## src/rtl/gate_model_bist.sv

```systemverilog
// LFSR pattern source and MISR response compactor around a 13-in/10-out gate model,
// sequenced by a small IDLE/RUN/DONE controller that reports a golden-signature pass/fail.
module gate_model_bist #(
  parameter int unsigned PATTERNS = 256,
  parameter logic [12:0] SEED     = 13'h0001,
  parameter logic [9:0]  GOLDEN   = 10'h000
) (
  input  logic        clk,
  input  logic        rst_n,
  input  logic        start,
  input  logic        abort,
  output logic [12:0] pat,
  input  logic [9:0]  resp,
  output logic        busy,
  output logic        done,
  output logic        pass,
  output logic [9:0]  sig,
  output logic [12:0] pat_cnt
);

  localparam int unsigned PW = 13;
  localparam int unsigned RW = 10;
  // An all-zero seed would lock the LFSR, so it is replaced by 1.
  localparam logic [PW-1:0] SEED_EFF = (SEED == '0) ? PW'(1) : SEED;
  localparam logic [PW-1:0] LAST     = PW'(PATTERNS - 1);

  typedef enum logic [1:0] {
    IDLE = 2'd0,
    RUN  = 2'd1,
    DONE = 2'd2
  } state_t;

  state_t state;
  state_t state_nxt;
  logic   load;
  logic   adv;
  logic   fin;
  logic [RW-1:0] misr_nxt;

  // Fibonacci LFSR, x^13+x^4+x^3+x+1
  function automatic logic [PW-1:0] lfsr_next(input logic [PW-1:0] l);
    logic fb;
    fb = l[12] ^ l[3] ^ l[2] ^ l[0];
    return {l[PW-2:0], fb};
  endfunction

  // Galois MISR, x^10+x^3+1
  function automatic logic [RW-1:0] misr_step(input logic [RW-1:0] m,
                                               input logic [RW-1:0] r);
    logic [RW-1:0] n;
    logic          f;
    f    = m[RW-1];
    n    = {m[RW-2:0], 1'b0} ^ r;
    n[0] = n[0] ^ f;
    n[3] = n[3] ^ f;
    return n;
  endfunction

  assign misr_nxt = misr_step(sig, resp);

  always_ff @(posedge clk or negedge rst_n) begin
    if (!rst_n) begin
      state <= IDLE;
    end else begin
      state <= state_nxt;
    end
  end

  // Next-state and datapath strobes; abort wins over everything.
  always_comb begin
    state_nxt = state;
    load      = 1'b0;
    adv       = 1'b0;
    fin       = 1'b0;
    if (abort) begin
      state_nxt = IDLE;
    end else begin
      unique case (state)
        IDLE, DONE: begin
          if (start) begin
            load      = 1'b1;
            state_nxt = RUN;
          end
        end
        RUN: begin
          adv = 1'b1;
          if (pat_cnt == LAST) begin
            fin       = 1'b1;
            state_nxt = DONE;
          end
        end
        default: state_nxt = IDLE;
      endcase
    end
  end

  always_ff @(posedge clk or negedge rst_n) begin
    if (!rst_n) begin
      pat     <= '0;
      sig     <= '0;
      pat_cnt <= '0;
      pass    <= 1'b0;
      busy    <= 1'b0;
      done    <= 1'b0;
    end else begin
      busy <= (state_nxt == RUN);
      done <= (state_nxt == DONE);
      if (abort) begin
        pass <= 1'b0;
      end else if (load) begin
        pat     <= SEED_EFF;
        sig     <= '0;
        pat_cnt <= '0;
        pass    <= 1'b0;
      end else if (adv) begin
        sig     <= misr_nxt;
        pat_cnt <= pat_cnt + PW'(1);
        // The last pattern stays on pat so DONE shows what was applied.
        if (fin) begin
          pass <= (misr_nxt == GOLDEN);
        end else begin
          pat <= lfsr_next(pat);
        end
      end
    end
  end

endmodule

```

## config.mk

```make
export PLATFORM = sky130hd
export DESIGN_NAME = gate_model_bist
export DESIGN_NICKNAME = d
export VERILOG_FILES = /design/src/rtl/gate_model_bist.sv
export SDC_FILE = /design/constraint.sdc
export NUM_CORES = 1
export LEC_CHECK = 0
export BUFFER_PORTS_ARGS = -buffer_cell sky130_fd_sc_hd__buf_4
export CAP_MARGIN = 20
export CORE_ASPECT_RATIO = 1.75
export CORE_MARGIN = 2
export CORE_UTILIZATION = 30
export CTS_BUF_LIST = sky130_fd_sc_hd__clkbuf_16
export DETAILED_ROUTE_END_ITERATION = 10
export HOLD_SLACK_MARGIN = 0.15
export SYNTH_ARGS = -nofsm -noshare
export SYNTH_HDL_FRONTEND = slang
export SYNTH_SLANG_ARGS = --single-unit
```

## constraint.sdc

```tcl
create_clock -name clk -period 2.8 [get_ports clk]
set_clock_uncertainty 0.2 [all_clocks]
set_input_delay 0.42 -clock clk [delete_from_list [all_inputs] [get_ports clk]]
set_output_delay 0.42 -clock clk [all_outputs]
set_load 0.05 [all_outputs]
```

== Word level (Yosys, flattened, before mapping) ==
Index checks and enable logic that the tools add are counted.

* Bits in registers: 41
* Bits of input ports: 14
* Output and inout port bits: 39
* Word-level logic and storage cells: 53

* $add $sub $neg: 1
* Equal/unequal tests: 6
* Multiplexer cells: 23
* Bitwise operators: 7
* Reduce and logical (&&, ||, !) cells: 9

{| class="wikitable"
|+ Operators with widths
! kind !! number
|-
| 2-to-1 mux 13 bit || 5
|-
| 2-to-1 mux 10 bit || 2
|-
| adder 13 x 1 -> 13 bit (second input constant) || 1
|-
| equality test 13 x 8 -> 1 bit (second input constant) || 1
|-
| 2-to-1 mux 1 bit || 12
|-
| logical NOT 10 bit || 1
|-
| bitwise XOR 10 bit || 1
|-
| 2-to-1 mux 2 bit || 3
|-
| nonzero test 3 bit || 2
|-
| bitwise XOR 1 bit || 5
|-
| equality test 2 x 1 -> 1 bit (second input constant) || 2
|-
| equality test 2 bit (second input constant) || 2
|-
| one-hot mux 2 bit (2 select lines) || 1
|-
| AND reduction 2 bit || 2
|-
| AND reduction 3 bit || 1
|-
| logical NOT 2 bit || 1
|-
| inequality test 2 bit (second input constant) || 1
|-
| nonzero test 2 bit || 1
|-
| OR reduction 2 bit || 1
|-
| NOT 1 bit || 1
|}

== Logic depth before layout (Yosys ltp) ==
Gate-level depths: netlist of the first run.

* Word-level depth: 8
* Depth in mapped cells: 6
* Gate-level depth less buffers: 5

== Worst setup path after synthesis of the first run ==
No wires, ideal clock.

* Kind: reg2reg
* Start: register pat_cnt[8]
* End: register pat[3]
* Setup time: 132 ps
* Data arrival time: 2307 ps
* Data required time: 2468 ps
* Slack: 162 ps
* Stages on the path, launching flop included: 7
* Buffers on the path: 2
* Period minus slack after synthesis: 2638 ps
* Cells stage by stage: dfrtp_1 buf_6 or4_4 o41ai_4 buf_6 mux2i_1 nor2_1

* Cells in the longest elaborated chain, start to end: 6

{| class="wikitable"
|+ RTL lines
! element !! RTL line !! text
|-
| from (decl) || 18 || <nowiki>output logic [12:0] pat_cnt</nowiki>
|-
| from (signal assigned) || 117 || <nowiki>pat_cnt <= pat_cnt + PW'(1);</nowiki>
|-
| equality test 13 x 8 -> 1 bit || 87 || <nowiki>if (pat_cnt == LAST) begin</nowiki>
|-
| 2-to-1 mux 1 bit || 87 ||
|-
| 2-to-1 mux 1 bit || 78 || <nowiki>unique case (state)</nowiki>
|-
| 2-to-1 mux 1 bit || 75 || <nowiki>if (abort) begin</nowiki>
|-
| inequality test 2 bit (no source line) || - ||
|-
| AND reduction 3 bit (no source line) || - ||
|-
| to (signal assigned) || 122 || <nowiki>pat <= lfsr_next(pat);</nowiki>
|-
| to (decl) || 12 || <nowiki>output logic [12:0] pat,</nowiki>
|}

Every way passes these cells.
A chain may end at the register's enable or synchronous reset.

== Worst setup path in the final report of the first run ==
* Start: register pat_cnt[8]
* End: register pass

* Cells in the longest elaborated chain, start to end: 6

{| class="wikitable"
|+ RTL lines
! element !! RTL line !! text
|-
| equality test 13 x 8 -> 1 bit || 87 ||
|-
| 2-to-1 mux 1 bit || 87 ||
|-
| 2-to-1 mux 1 bit || 78 ||
|-
| 2-to-1 mux 1 bit || 75 ||
|-
| nonzero test 3 bit (no source line) || - ||
|-
| AND reduction 2 bit (no source line) || - ||
|-
| to (signal assigned) || 120 || <nowiki>pass <= (misr_nxt == GOLDEN);</nowiki>
|-
| to (decl) || 16 || <nowiki>output logic pass,</nowiki>
|}

Every way passes these cells.

==> run metrics, run 1 <==
PwrDens 740 nW/µm²; Die Span X 64.6 µm; largest net degree at the start of global routing 42; CTS tree yes; CTS sink cnt 41; Worst VDD drop roughly 0.41 mV; CP arrival 2260 ps; Die ar. between 7000 and 8000 µm²; Hold Vio Cnt, Final 0; switching part of the total 36.8%; Final Wtd Congestion 0.757; RSZ-0062 raised after global routing no; sequential fraction of the synthesis area 53.2%; CP Capture Type register; r2r setup slk roughly 490 ps; post-CTS sizing 0; Final nets between 200 and 250; Chip Height 110 µm; io pins 53; P&R area growth vs syn 31.6%; internal power 0.00119 W; hold_ws between 150 and 200 ps; CTS buffer count 5; register area between 1000 and 1500 µm²; Worst Tran Pin Value 590 ps; crit path kind register to register; Starting Density 31.0%; num rows 38; Vias ~1500; met2 wire length 2420 µm; Clk Latency, worst-skew pair 280 ps; Detail Route Antenna Nets 0; post-DP HPWL 3150 µm; Primary FF master, synth dfrtp_1; worst hold path type input port to register; required time of the critical path 2750 ps; first-pass GRT wire length 7200 µm; post-synth cell types 31; setup_tns 0 ps; H-tree levels 2; net switching power 0.000692 W; Mapped Cells 175; Reg clk slew, reported paths 60 ps; period utilization 82.5%; syn nets 190; CTS Buffer Depth 2; Gate power share 32.0%; core area 6230 µm²; Ant. Diodes 0; met3 wire length 153 µm; Routed wire per std cell 14.3 µm; Layout fillers 647; layout cells sized above 1 slightly below 30%; Final setup viols 0; Yosys reg bits 41; critical path startpoint category register; CTS root buffer clkbuf_16; M1 wire length between 1500 and 2000 µm; Yosys warnings 0; final slew viol count 0; max_slew headroom between 60% and 70%; Total Routed Length 4400 µm; Worst path max stage delay roughly 570 ps; GRT Total Usage ~13%; mapped cell area 1930 µm²; EDFF count, synth 0; Iter 0 DRT Violations between 60 and 70; min cycle time layout 2310 ps; grt total ovfl 0; crit-path max FO 8; multi-input logic area 852 µm²; MaxCap Viol Count 0; syn_area_per_cell 11.0 µm²; vias per std cell just under 5; drt pass-1 iters 4; share of total power in the clock network 28.3%; status finished clean; Reg power frac 39.7%; P_leak 1.29 nW; Post-synth ARST share 100%; vias in the first global route 1541; Max Clock Freq 433 MHz; antenna violations before repair 0; Top Metal Used met4; slowest stage cell on the critical path or4_4; Port Buffer Count 52; residual DRC count 0; Post-CTS Repair Setup Buffers 0; crit-path cells or4_4 > nor4_1 > a21oi_1 > a2111oi_0
cells in the mapped netlist (all sizes together) (2+ instances only):
| library cell | number | share of area [%] |
|---|---|---|
| dfrtp | 41 | 53 |
| nor2 | 29 | 5.6 |
| mux2i | 13 | 6.7 |
| xor2 | 12 | 5.5 |
| nand2 | 11 | 2.1 |
| a22o | 9 | 4.1 |
| nor4 | 8 | 2.6 |
| xnor2 | 8 | 3.6 |
| clkbuf | 7 | 1.4 |
| a21oi | 4 | 1.0 |
| nand3 | 4 | 1.0 |
| nand4 | 4 | 1.3 |
| nor2b | 3 | 0.97 |
| nor3 | 3 | 0.78 |
| buf | 2 | 1.2 |
| o21ai | 2 | 0.52 |
| or3 | 2 | 0.71 |
| or3b | 2 | 0.91 |
kinds of logic (layout without fill, tap and decap cells):
logic type	count (synthesis)	count (layout)	synth area share (%)
simple gates	70	70	18.0
fa+ha+maj	1	1	0.649
compound gates	19	19	8.37
xor+xnor	21	21	10.3
buf+inv	10	64	2.73
mux	13	13	6.75
flops	41	41	53.2
sequential cells by signal, indices dropped and copies added (netlist names):
name,cells
busy,1
done,1
pass,1
pat,13
pat_cnt,13
sig,10
state,2
final cells by class:
type	count	share of cell area, %
clock inverter	2	0.296
tap	80	3.94
sequential	41	40.4
timing repair buffer	56	16.7
clock buffer	5	4.93
inverter	1	0.148
multi-input combinational	124	33.6
path summary, 6_finish.rpt:
check	cells after the start	to	startpoint
min in group asynchronous	2	pat_cnt[11]	rst_n
worst min register to register	1	sig[0]	sig[0]
worst min-delay path	2	state[1]	abort
worst max-delay path	4	pass	pat_cnt[8]
max in group asynchronous	2	pat_cnt[9]	rst_n
worst max register to register	4	pass	pat_cnt[8]
layer usage:
metal  vias up  GRT usage [%]
met5         -              0
met3         7           1.83
met1       747           14.1
met4         0           5.62
li1        710              -
met2        35           24.6
repair_timing:
| item | 4_1_cts | 5_1_grt |
|---|---|---|
| setup endpoints to repair | 0 | 0 |
| hold endpoints to repair | 41 | 0 |
| hold buffers | 1 | 0 |
stage by stage:
stage               instance area, µm²  total power (W)  setup WS [ps]  std cells  utilization (%)
global route                      2540          0.00196            291        309             40.7
floorplan                         1930          0.00116            162        175                -
global placement                  2390          0.00136            500        301             38.4
CTS                               2540          0.00190            468        309             40.7
detailed placement                2390          0.00136            438        301             38.4
finish                            2540          0.00188            489        309             40.7
critical path: cells and delay by family, from the launching register on:
kind | cells | cell delay (ps)
and+or+nand+nor | 2 | 1020
AOI/OAI and AO/OA | 2 | 500
DFF | 1 | 460
power by group through the flow:
stage          Combinational [W]  Clock, W  Sequential (W)
2_1_floorplan           0.000173         0        0.000989
3_3_place_gp            0.000604         0        0.000757
3_5_place_dp            0.000608         0        0.000756
4_1_cts                 0.000610  0.000548        0.000747
5_1_grt                 0.000640  0.000568        0.000756
6_report                0.000601  0.000532        0.000745
cell usage in the layout (no fill, tap or decap), types with 2 or more instances in the layout:
cell type,synthesis,layout
a22o_1,9,9
a21oi_1,4,4
nand3_1,4,4
inv_1,1,2
dfrtp_1,41,41
nor2b_1,3,2
xor2_1,12,12
xnor2_1,8,8
nor3_1,3,3
clkbuf_16,0,5
nand2_1,11,11
mux2i_1,13,13
nor4_1,8,8
nor2_1,29,29
or3b_2,2,2
buf_4,0,55
nand4_1,4,4
Note: power is estimated with default switching activity, not from simulation.
==> run 2, diff against run 1 <==
==> constraint.sdc (replaced) <==
create_clock -name clk -period 2 [get_ports clk]
set_clock_uncertainty 0.2 [all_clocks]
set_input_delay 0.3 -clock clk [delete_from_list [all_inputs] [get_ports clk]]
set_output_delay 0.3 -clock clk [all_outputs]
set_load 0.05 [all_outputs]
==> run 2 against run 1 <==
Net effect:
- the run now ends with negative setup slack left
- cell count rose by 7.8%
- global-route usage is 0.87 points higher
- combinational power rose by 58%
- critical path type unchanged
==> run metrics, run 2 (synthesis results as in run 1) <==
vias in the first global route 1548 (+0.45%); CP arrival 2020 ps (-240 ps); commonest non-fill, non-tap cell in the layout buf_4; Chip Height 110 µm (unchanged); Total Routed Length 4750 µm (+7.9%); core area 6230 µm² (unchanged); MaxCap Viol Count 0 (unchanged); drt pass-1 iters 4 (unchanged); required time of the critical path 1960 ps (-790 ps); CTS sink cnt 41 (unchanged); Vias 1572 (+4.9%); slowest stage cell on the critical path or4_4; num rows 38 (unchanged); H-tree levels 2 (unchanged); most frequent cells in the layout buf_4, dfrtp_1, nor2_1; P&R area growth vs syn 46.9%; first-pass GRT wire length 7550 µm (+4.9%); post-DP HPWL 3440 µm (+9.2%); setup_tns -490 ps (-490 ps); Iter 0 DRT Violations 74 (+14%); Largest regs pat: 13 flops, pat_cnt: 13 flops, sig: 10 flops; GRT Total Usage 13.8% (+0.87 points); Die ar. 7110 µm² (unchanged); CTS root buffer clkbuf_16; worst hold path type input port to register; hold_ws 156 ps (-2.79 ps); max_slew headroom 61.1% (+0.61 points); Hold Vio Cnt, Final 0 (unchanged); Die Span X 64.6 µm (unchanged); Clk Latency, worst-skew pair 280 ps (about the same); Reg clk slew, reported paths 60 ps (about the same); Max Clock Freq 486 MHz (+12%); largest net degree at the start of global routing 42 (unchanged); Final nets 267 (+9.4%); critical path startpoint category register; min cycle time layout 2060 ps (-252 ps); Final Wtd Congestion 0.727 (-3.9%); Starting Density 31.0% (unchanged); post-route setup slack -59.4 ps (-548 ps); Final setup viols 12 (+12); Detail Route Antenna Nets 0 (unchanged); RSZ-0062 raised after global routing yes; Port Buffer Count 52 (unchanged); Worst VDD drop 0.703 mV (+70%); CP Capture Type register; layout cells sized above 1 42.7% (+13 points); Ant. Diodes 0 (unchanged); io pins 53 (unchanged); Worst Tran Pin Value 581 ps (-9.05 ps); residual DRC count 0 (unchanged); final slew viol count 0 (unchanged); failing checks negative setup slack; vias per std cell 4.72 (-2.7%); CTS Buffer Depth 2 (unchanged); crit-path cells or4_4 > o41ai_4 > buf_4 > buf_12 > mux2i_1 > nor2_1; P_leak 1.42 nW (+10%); crit-path max FO 8 (unchanged); Power, Total 0.00274 W (+46%); CTS tree yes; grt total ovfl 0 (unchanged); CTS buffer count 5 (unchanged); crit path kind register to register; period utilization 103% (+20 points); PwrDens 968 nW/µm² (+31%); status complete, but fails checks; antenna violations before repair 0 (unchanged); Worst path max stage delay 560 ps (about the same); Routed wire per std cell 14.3 µm (about the same)
## run 2: cell count changes in the layout (fill, tap and decap cells not counted), moves of 2 or more
cell	previous run	this run
buf_4	55	75
clkinv_2	0	2
dfrtp_1	41	33
dfrtp_2	0	8
nor4_1	8	2
nor4_2	0	5
## run 2: path summary, 6_finish.rpt
kind | depth (start not counted) | endpoint | slack, ps | startpoint
max | 6 | pat[5] | -60 | pat_cnt[10]
min | 4 | sig[8] | 160 | resp[8]
max reg2reg | 6 | pat[5] | -60 | pat_cnt[10]
min reg2reg | 1 | sig[0] | 350 | sig[0]
max in group asynchronous | 2 | pat_cnt[10] | 860 | rst_n
min in group asynchronous | 2 | pat_cnt[2] | 350 | rst_n
## run 2: final cells by class
cell class / count / area [µm²]
clock buffers: 5 / 125
clock inverters: 3 / 13.8
fillers: 618 / 3400
inverters: 1 / 3.75
multi-input cells: 124 / 926
flip-flops and latches: 41 / 1040
well taps: 80 / 100
repair buffers: 79 / 628
## run 2: routing by layer
| layer | global-route usage (%) | wire [µm] |
|---|---|---|
| met4 | 5.47 | 75 |
| met5 | 0 | 0 |
| met3 | 2.23 | 120 |
| met1 | 15.4 | 1830 |
| met2 | 26.0 | 2730 |
## run 2: what timing repair did
action	in CTS	in global routing
buffers inserted	0	1
hold buffers	2	0
endpoints found under the setup margin	14	21
cloned	0	1
pin swaps	1	5
hold endpoints to repair	44	0
gates resized for setup	1	12
## run 2: through the flow
step / util [%] / cells / cell area, µm² / worst slack [ps]
2_1_floorplan: - / 175 / 1940 / -426
3_3_place_gp: 41.2 / 321 / 2570 / -96.0
3_5_place_dp: 41.2 / 321 / 2570 / -114
4_1_cts: 43.9 / 331 / 2730 / -35.7
5_1_grt: 45.5 / 333 / 2830 / -128
6_report: 45.5 / 333 / 2830 / -59.4
## run 2: power by group
part | internal, W | switching (W) | total [W]
logic | 0.000344 | 0.000607 | 0.000951
clock network | 0.000453 | 0.000307 | 0.000760
registers | 0.000933 | 0.0000980 | 0.00103
## run 2: worst max-delay path, delay by kind of cell (launching register included)
| kind | cells | cell delay [ps] |
|---|---|---|
| flops | 1 | 400 |
| compound gates | 1 | 210 |
| buf+inv | 2 | 320 |
| simple gates | 2 | 630 |
| mux | 1 | 190 |
==> run 3, diff against run 2 <==
--- a/config.mk
+++ b/config.mk
@@ -5,14 +5,15 @@
 export SDC_FILE = /design/constraint.sdc
 export NUM_CORES = 1
 export LEC_CHECK = 0
-export BUFFER_PORTS_ARGS = -buffer_cell sky130_fd_sc_hd__buf_4
 export CAP_MARGIN = 20
 export CORE_ASPECT_RATIO = 1.75
 export CORE_MARGIN = 2
 export CORE_UTILIZATION = 30
 export CTS_BUF_LIST = sky130_fd_sc_hd__clkbuf_16
 export DETAILED_ROUTE_END_ITERATION = 10
+export DONT_BUFFER_PORTS = 1
 export HOLD_SLACK_MARGIN = 0.15
+export SLEW_MARGIN = 5
 export SYNTH_ARGS = -nofsm -noshare
 export SYNTH_HDL_FRONTEND = slang
 export SYNTH_SLANG_ARGS = --single-unit
==> run 3 against run 2 <==
Net effect:
- the run still ends with negative setup slack left
- non-clock buffer count is 36 lower
- hold slack worse by 3.0 ps
- final area down 11%
- critical path depth shrank 1
- largest cell class unchanged
- clock-buffer cell count did not move
- sequential share of layout area increased by 4.4 points
- largest power group unchanged
- cell count is 11% lower
==> run metrics, run 3 (synthesis results as in run 1) <==
status complete, but fails checks; failing checks negative setup slack; largest net degree at the start of global routing 42 (unchanged); Die Span X 64.6 µm (unchanged); period utilization 102% (-1.2 points); crit-path max FO 16 (+8); Final setup viols 13 (+1); CTS sink cnt 41 (unchanged); FF-to-FF End pat[3]; final slew viol count 0 (unchanged); post-route setup slack -35.7 ps (+23.7 ps); most frequent cells in the layout buf_4, dfrtp_1, nor2_1; fin area 2530 µm² (-11%); num rows 38 (unchanged); Final nets 231 (-13%); max_slew headroom 64.7% (+3.6 points); Placed Instances 284 (-12%); P_leak 1.24 nW (-13%); CTS Buffer Depth 2 (unchanged); io pins 53 (unchanged); Reg2Reg Depth 5 (-1); Iter 0 DRT Violations 38 (-49%); Max Clock Freq 491 MHz (+1.2%); grt total ovfl 0 (unchanged); drt pass-1 iters 4 (unchanged); commonest non-fill, non-tap cell in the layout buf_4; Largest regs pat: 13 flops, pat_cnt: 13 flops, sig: 10 flops; Ant. Diodes 0 (unchanged); Worst Tran Pin Value 529 ps (-51.7 ps); R2R Path Start pat_cnt[10]; required time of the critical path 1970 ps (about the same); Starting Density 31.0% (unchanged); CTS root buffer clkbuf_16; Chip Height 110 µm (unchanged); RSZ-0062 raised after global routing yes; core area 6230 µm² (unchanged); Die ar. 7110 µm² (unchanged); hold depth 2 (-2); min cycle time layout 2040 ps (-23.7 ps); PwrDens 1050 nW/µm² (+8.2%); antenna violations before repair 0 (unchanged); CP Capture Type register; vias per std cell 4.94 (+4.7%); Total Routed Length 4800 µm (+1.1%); r2r setup slk -40 ps (+20 ps); Worst Min Path Start resp[7]; Power, Total 0.00265 W (-3.5%); CTS buffer count 5 (unchanged); Port Buffer Count 0 (-100%); Detail Route Antenna Nets 0 (unchanged); GRT Total Usage 14.4% (+0.54 points); Hold Vio Cnt, Final 0 (unchanged); worst hold path type input port to register; first-pass GRT wire length 7660 µm (+1.5%); post-DP HPWL 3460 µm (+0.65%); Post-CTS Repair Setup Buffers 0 (unchanged); H-tree levels 2 (unchanged); Placed Area 2290 µm² (-11%); Vias 1468 (-6.6%); hold endpoint sig[7]; CTS tree yes; P&R area growth vs syn 31.0%; Worst VDD drop 0.321 mV (-54%); vias in the first global route 1526 (-1.4%); residual DRC count 0 (unchanged); hold_ws 153 ps (-3.00 ps); Clk Latency, worst-skew pair 280 ps (about the same); MaxCap Viol Count 0 (unchanged); non-filler cells, final 297 (-11%); crit path kind register to register; critical path startpoint category register; layout cells sized above 1 30.4% (-12 points); setup_tns -333 ps (+157 ps); CP arrival 2000 ps (-20 ps); Routed wire per std cell 16.2 µm (+13%); Reg clk slew, reported paths 60 ps (about the same); Layout fillers 629 (+1.8%); Final Wtd Congestion 0.697 (-4.2%)
[run 3: worst max path at each step]
stage	endpoint	slack, ps	cells after the start	startpoint
floorplan	pat[3]	-430	6	pat_cnt[8]
global placement	pass	-70	4	pat_cnt[10]
detailed placement	pass	-150	4	pat_cnt[10]
CTS	pat[12]	-50	5	pat_cnt[10]
global route	pat[7]	-150	5	pat_cnt[10]
finish	pat[3]	-40	5	pat_cnt[10]
[run 3: timing repair]
| item | in CTS | in global routing |
|---|---|---|
| cloned | 0 | 0 |
| hold buffers | 5 | 0 |
| pin swaps | 0 | 0 |
| gates resized for setup | 4 | 3 |
| hold endpoints to repair | 51 | 0 |
| setup endpoints to repair | 13 | 24 |
[run 3: layer usage]
layer / track usage, % / routed length (µm) / share of wire, % / vias up
met5: 0 / 0 / 0 / -
met4: 7.75 / 111 / 2.3 / 0
met3: 3.55 / 244 / 5.1 / 8
met2: 27.0 / 2670 / 56 / 29
met1: 14.3 / 1780 / 37 / 740
li1: - / - / - / 691
[run 3: cell type report]
type | instances | area, µm² | share of cell area [%]
sequential | 41 | 1040 | 41.0
timing repair buffer | 43 | 365 | 14.5
tap | 80 | 100 | 3.96
inverter | 1 | 3.75 | 0.149
clock buffer | 5 | 125 | 4.95
multi-input combinational | 124 | 883 | 35.0
clock inverter | 3 | 12.5 | 0.495
[run 3: power breakdown]
group / internal [W] / switching [W] / leakage [nW]
Clock: 0.000451 / 0.000315 / 0.0762
Sequential: 0.000932 / 0.000141 / 0.539
Combinational: 0.000270 / 0.000538 / 0.622
[run 3: metrics by stage]
stage	util, %	setup WS, ps
floorplan	-	-426
global placement	36.8	-70.3
detailed placement	36.8	-147
CTS	40.3	-52.6
global route	40.6	-147
finish	40.6	-35.7
[run 3: worst max-delay path, cell delays in order (launching register included)]
cell,delay (ps)
dfrtp_2,400
or4_4,560
o41ai_4,300
buf_12,210
mux2i_1,200
nor2_1,50
